`src/rtl/rfid_uart_pkg.sv`:
```
// rtl/rfid_uart_pkg.sv - shared types and ASCII helpers for the tag reporter
package rfid_uart_pkg;

  typedef enum logic [1:0] {IDLE, START, WAIT_BUSY, WAIT_DONE} rpt_state_t;

  localparam logic [7:0] ASCII_CR = 8'h0D;
  localparam logic [7:0] ASCII_LF = 8'h0A;

  function automatic logic [7:0] nib2ascii(input logic [3:0] n);
    if (n < 4'd10) return 8'h30 + {4'h0, n};
    return 8'h41 + {4'h0, n - 4'd10};
  endfunction

endpackage

```
`src/rtl/rfid_tag_reporter.sv`:
```
// rtl/rfid_tag_reporter.sv - formats tag IDs as uppercase hex + CR LF for the UART
module rfid_tag_reporter
  import rfid_uart_pkg::*;
#(
  parameter int ID_BYTES     = 5,
  parameter int DEDUP_CYCLES = 0,
  parameter int DROP_W       = 8
) (
  input  logic                    clk,
  input  logic                    rst_n,
  input  logic                    tag_valid,
  input  logic [8*ID_BYTES-1:0]   tag_id,
  input  logic                    tx_busy,
  output logic                    tx_start,
  output logic [7:0]              tx_data,
  output logic                    rpt_busy,
  output logic                    tag_drop,
  output logic [DROP_W-1:0]       drop_cnt
);

  localparam int ID_W   = 8 * ID_BYTES;
  localparam int NCHARS = 2 * ID_BYTES + 2;
  localparam int IDX_W  = $clog2(NCHARS);
  localparam int WIN_W  = (DEDUP_CYCLES > 0) ? $clog2(DEDUP_CYCLES + 1) : 1;
  localparam logic [IDX_W-1:0] LAST_IDX   = IDX_W'(NCHARS - 1);
  localparam logic [WIN_W-1:0] WIN_RELOAD = WIN_W'(DEDUP_CYCLES);

  function automatic logic [7:0] char_at(input logic [ID_W-1:0] id, input logic [IDX_W-1:0] idx);
    logic [ID_W-1:0] sh;
    sh = '0;
    if (int'(idx) < 2 * ID_BYTES) begin
      sh = id >> (4 * (2 * ID_BYTES - 1 - int'(idx)));
      return nib2ascii(sh[3:0]);
    end
    if (int'(idx) == 2 * ID_BYTES) return ASCII_CR;
    return ASCII_LF;
  endfunction

  rpt_state_t        state_q, state_d;
  logic [ID_W-1:0]   slot_q, slot_d, active_q, active_d, last_id_q, last_id_d;
  logic              slot_full_q, slot_full_d;
  logic [IDX_W-1:0]  idx_q, idx_d;
  logic [WIN_W-1:0]  win_q, win_d;
  logic              tx_start_q, tx_start_d, rpt_busy_q, rpt_busy_d, tag_drop_q, tag_drop_d;
  logic [7:0]        tx_data_q, tx_data_d;
  logic [DROP_W-1:0] drop_cnt_q, drop_cnt_d;
  logic              move, slot_free, dedup_hit, capture, drop;

  always_comb begin
    move      = (state_q == IDLE) && slot_full_q;
    // The slot is reusable in the very cycle its contents move to active_id.
    slot_free = !slot_full_q || move;
    dedup_hit = (DEDUP_CYCLES > 0) && tag_valid && (tag_id == last_id_q) && (win_q != '0);
    capture   = tag_valid && !dedup_hit && slot_free;
    drop      = tag_valid && !dedup_hit && !slot_free;
  end

  always_comb begin
    state_d     = state_q;
    slot_d      = slot_q;
    slot_full_d = slot_full_q;
    active_d    = active_q;
    idx_d       = idx_q;
    last_id_d   = last_id_q;
    win_d       = win_q;
    tx_start_d  = 1'b0;
    tx_data_d   = tx_data_q;
    tag_drop_d  = 1'b0;
    drop_cnt_d  = drop_cnt_q;

    unique case (state_q)
      IDLE: if (slot_full_q) begin
        active_d    = slot_q;
        slot_full_d = 1'b0;
        idx_d       = '0;
        state_d     = START;
        tx_start_d  = 1'b1;
        tx_data_d   = char_at(slot_q, '0);
      end
      START:     state_d = WAIT_BUSY;
      WAIT_BUSY: if (tx_busy) state_d = WAIT_DONE;
      WAIT_DONE: if (!tx_busy) begin
        if (idx_q == LAST_IDX) begin
          state_d = IDLE;
        end else begin
          idx_d      = idx_q + 1'b1;
          state_d    = START;
          tx_start_d = 1'b1;
          tx_data_d  = char_at(active_q, idx_q + 1'b1);
        end
      end
      default: state_d = IDLE;
    endcase

    if (capture) begin
      slot_d      = tag_id;
      slot_full_d = 1'b1;
      last_id_d   = tag_id;
      win_d       = WIN_RELOAD;
    end else if (dedup_hit) begin
      win_d = WIN_RELOAD;
    end else if (win_q != '0) begin
      win_d = win_q - 1'b1;
    end

    if (drop) begin
      tag_drop_d = 1'b1;
      if (drop_cnt_q != '1) drop_cnt_d = drop_cnt_q + 1'b1;
    end

    rpt_busy_d = (state_d != IDLE) || slot_full_d;
  end

  always_ff @(posedge clk or negedge rst_n) begin
    if (!rst_n) begin
      state_q     <= IDLE;
      slot_q      <= '0;
      slot_full_q <= 1'b0;
      active_q    <= '0;
      idx_q       <= '0;
      last_id_q   <= '0;
      win_q       <= '0;
      tx_start_q  <= 1'b0;
      tx_data_q   <= '0;
      rpt_busy_q  <= 1'b0;
      tag_drop_q  <= 1'b0;
      drop_cnt_q  <= '0;
    end else begin
      state_q     <= state_d;
      slot_q      <= slot_d;
      slot_full_q <= slot_full_d;
      active_q    <= active_d;
      idx_q       <= idx_d;
      last_id_q   <= last_id_d;
      win_q       <= win_d;
      tx_start_q  <= tx_start_d;
      tx_data_q   <= tx_data_d;
      rpt_busy_q  <= rpt_busy_d;
      tag_drop_q  <= tag_drop_d;
      drop_cnt_q  <= drop_cnt_d;
    end
  end

  assign tx_start = tx_start_q;
  assign tx_data  = tx_data_q;
  assign rpt_busy = rpt_busy_q;
  assign tag_drop = tag_drop_q;
  assign drop_cnt = drop_cnt_q;

endmodule

```
`config.mk`:
```
export PLATFORM = sky130hd
export DESIGN_NAME = rfid_tag_reporter
export DESIGN_NICKNAME = d
export VERILOG_FILES = /design/src/rtl/rfid_uart_pkg.sv /design/src/rtl/rfid_tag_reporter.sv
export SDC_FILE = /design/constraint.sdc
export NUM_CORES = 1
export LEC_CHECK = 0
export CORE_MARGIN = 3
export CORE_UTILIZATION = 40
export DETAILED_ROUTE_END_ITERATION = 16
export PLACE_DENSITY = 0.72
export SETUP_SLACK_MARGIN = 0.3
export SLEW_MARGIN = 30
export SYNTH_ARGS = -nofsm -noshare
export SYNTH_HDL_FRONTEND = slang
export SYNTH_SLANG_ARGS = --single-unit
```
`constraint.sdc`:
```
create_clock -name clk -period 6.8 [get_ports clk]
set_input_delay 0.68 -clock clk [delete_from_list [all_inputs] [get_ports clk]]
set_output_delay 0.68 -clock clk [all_outputs]
set_load 0.005 [all_outputs]
```
==> out/qor.csv <==
stage,metric,value,unit
status,outcome,completed,
yosys,ys async rst share,1.00,
floorplan,Core ar.,0.0117,mm2
power_and_ir_drop,switching power total,0.00101,W
yosys,synth top area cells,"dfrtp_1 54%, mux2_2 19%, ha_1 2.8%, mux4_2 2.3%, mux2i_1 2.0%",
global_route,gr usage total,0.144,
power_and_ir_drop,Pint,0.00192,W
place,PortBufs,61,
yosys,Mapped Cells,384,
clock_tree,Post-CTS Setup Bufs,0,
yosys,top cell type's share of synthesized area,0.535,
global_route,vias in the first global route,3185,
timing,final setup vio count,0,
timing,Hold Fails Final Rpt,0,
worst_hold_path,Hold Crit Class,in -> async,
place,Final HPWL DP,6780,um
power_and_ir_drop,total power,0.00292,W
clock_tree,CTS hold repair buffers,0,
route,First DRT Iteration DRCs,138,
setup_path,Worst Path Required,7.07,ns
route,DRT Wirelength,9280,um
clock_tree,CTS Buf Count,9,
clock_tree,Worst-path clk slew,0.07,ns
power_and_ir_drop,Reg power frac,0.392,
global_route,first-pass GRT wire length,15500,um
route,vias per cell,5.29,
yosys,"Distinct cells, synth",48,
setup_path,Crit. End Element,flop,
setup_path,critical path class,reg -> reg,
timing,setup tns final,0,ns
timing,fmax,267,MHz
timing,max_slew headroom,0.483,
setup_path,CP Launch Type,flop,
timing,RSZ-0062 raised after global routing,no,
power_and_ir_drop,clock power share,0.170,
clock_tree,number of H-tree levels,3,
yosys,syn avg cell area,12.8,um2
yosys,commonest cells in the netlist,"105 x dfrtp_1, 81 x mux2_2, 25 x nand2_1, 16 x a21oi_1, 15 x o21ai_0",
final_layout,"Area growth, synth to finish",19.8,%
clock_tree,CTS tree,built,
route,Avg WL per Cell,15.9,um
place,gpl congestion,0.866,
clock_tree,post-CTS sizing,0,
global_route,initial antenna violation count,0,
clock_tree,clk_lat worst skew,0.34,ns
timing,hold slack,0.360,ns
final_layout,diode count,0,
floorplan,chip width,117,um
power_and_ir_drop,LEAKAGE,2.48,nW
yosys,Post-synth EDFFs,0,
yosys,#FFs+latches synth,105,
floorplan,row count,39,
route,"antenna viol nets, final",0,
power_and_ir_drop,VDD IR max,0.195,mV
yosys,Synth Warn #,0,
setup_path,"slowest stage delay, CP",0.85,ns
setup_path,Arrival @ worst endpoint,4.01,ns
setup_path,slowest cell on the critical path,dfrtp_1,
setup_path,cells along the critical path,ha_1 > ha_1 > or2_2 > o22ai_1 > nor3_1 > nor3_1 > inv_1 > ha_1 > xor2_1 > nor2_1 > a2bb2oi_1,
floorplan,io pins,63,
clock_tree,clock sinks,105,
final_layout,nets@finish,493,
final_layout,fraction of layout cells with a size suffix above 1,0.245,
timing,Worst Clk Skew,0.00355,ns
power_and_ir_drop,Sw Share,0.344,
setup_path,critical path buffer and inverter count,1,
timing,fin. max-slew vios,0,
setup_path,CP top delay family,adder cells,
timing,worst-margin pin slew,0.776,ns
setup_path,Crit Path Max Fanout,19,
setup_path,cell seen most often among critical-path stages,ha_1,
yosys,Main synth FF type,dfrtp_1,
global_route,largest net degree at the start of global routing,55,
job,max-cap violation count,0,
power_and_ir_drop,Logic pwr share,0.438,
yosys,Yosys top cell by area,dfrtp_1,
yosys,most common cell in the netlist,dfrtp_1,
route,Remaining DRCs,0,
clock_tree,Root Driver,clkbuf_16,
floorplan,Chip Height,117,um
yosys,"Seq/Total Area, Yosys",0.535,
timing,final worst path period share,0.550,
route,drt first pass iters,5,
yosys,mapped cell area,0.00491,mm2
power_and_ir_drop,power per cell area,497,mW/mm2
route,vias,3092,
clock_tree,Max Root-Sink Buffers,2,
timing,Period minus WS final,3.74,ns
floorplan,die area,0.0136,mm2
yosys,Syn Nets,439,
floorplan,Initial Util,0.419,
global_route,grt ovf,0,
[layout by cell type (no fill, tap or decap), types with 3 or more instances in the layout]
master / synthesis / final
a211oi_1: 4 / 4
a21oi_1: 16 / 16
and3_1: 4 / 4
buf_4: 4 / 3
clkbuf_16: 0 / 9
clkdlybuf4s50_1: 0 / 60
dfrtp_1: 105 / 105
ha_1: 11 / 11
inv_1: 13 / 13
mux2_2: 81 / 81
mux2i_1: 10 / 10
mux4_2: 5 / 5
nand2_1: 25 / 25
nand3_1: 3 / 3
nand4_1: 3 / 3
nor2_1: 8 / 8
nor2b_1: 3 / 3
nor3_1: 3 / 3
o21ai_0: 15 / 15
o21ai_1: 5 / 5
xnor2_1: 7 / 7
xor2_1: 6 / 6
[worst paths after layout]
kind / slack [ns] / startpoint / cells after the start / end
hold / removal: 0.36 / rst_n / 1 / slot_q[24]
hold reg to reg: 0.49 / tx_data[5] / 2 / tx_data[5]
max in group asynchronous: 5.30 / rst_n / 2 / tx_data[1]
setup reg to reg: 3.06 / idx_q[0] / 11 / tx_data[2]
min in group clk: 0.49 / tx_data[5] / 2 / tx_data[5]
setup / recovery: 3.06 / idx_q[0] / 11 / tx_data[2]
[registers in the layout, summed over array words and instances, names as in the netlist]
| name | flops |
|---|---|
| tx_data | 7 |
| rpt_busy | 1 |
| active_q | 40 |
| tx_start | 1 |
| state_q | 2 |
| slot_q | 40 |
| idx_q | 4 |
| slot_full_q | 1 |
| tag_drop | 1 |
| drop_cnt | 8 |
[cell type report]
type / count / area [um2]
fill: 1039 / 5830
sequential: 105 / 2630
multi-input combinational: 246 / 2130
timing repair buffer: 63 / 623
clock buffer: 11 / 233
tap: 143 / 179
inverter: 13 / 48.8
clock inverter: 3 / 43.8
[routing by layer]
layer / share of wire / GRT usage / vias up
li1: - / - / 1467
met1: 0.43 / 0.185 / 1535
met2: 0.51 / 0.242 / 72
met3: 0.040 / 0.0257 / 18
met4: 0.020 / 0.0635 / 0
met5: 0 / 0 / -
[worst register-to-register path: stages, from the launching register on]
cell and delay [ns]:
dfrtp_1 0.85, ha_1 0.70, ha_1 0.45, or2_2 0.31, o22ai_1 0.21, nor3_1 0.09
nor3_1 0.25, inv_1 0.07, ha_1 0.32, xor2_1 0.17, nor2_1 0.10, a2bb2oi_1 0.16
[power groups by stage]
stage	clock network [W]	registers, W	logic, W
floorplan	0	0.00106	0.00104
global placement	0	0.00115	0.00125
detailed placement	0	0.00116	0.00129
CTS	0.000508	0.00115	0.00129
global route	0.000536	0.00119	0.00143
finish	0.000496	0.00114	0.00128
[cells by family (layout without fill, tap and decap cells)]
kind of cell,count (synthesis),count (layout),synth area share
other,1,1,0.000764
DFF,105,105,0.535
adders and majority gates,11,11,0.0280
buffers and inverters,33,90,0.0331
muxes,97,97,0.234
AOI/OAI and AO/OA,61,61,0.0765
and+or+nand+nor,61,61,0.0627
xor gates and xnor gates,15,15,0.0298
[per-stage QoR]
| step | area [um2] | std cells | utilization | setup slack [ns] |
|---|---|---|---|---|
| CTS | 5880 | 584 | 0.502 | 3.04 |
| global placement | 5600 | 570 | 0.478 | 3.09 |
| detailed placement | 5600 | 570 | 0.478 | 3.04 |
| finish | 5880 | 584 | 0.502 | 3.06 |
| global route | 5880 | 584 | 0.502 | 2.67 |
| floorplan | 4910 | 384 | - | 3.94 |
No activity file was read; power rests on OpenSTA's default activity.
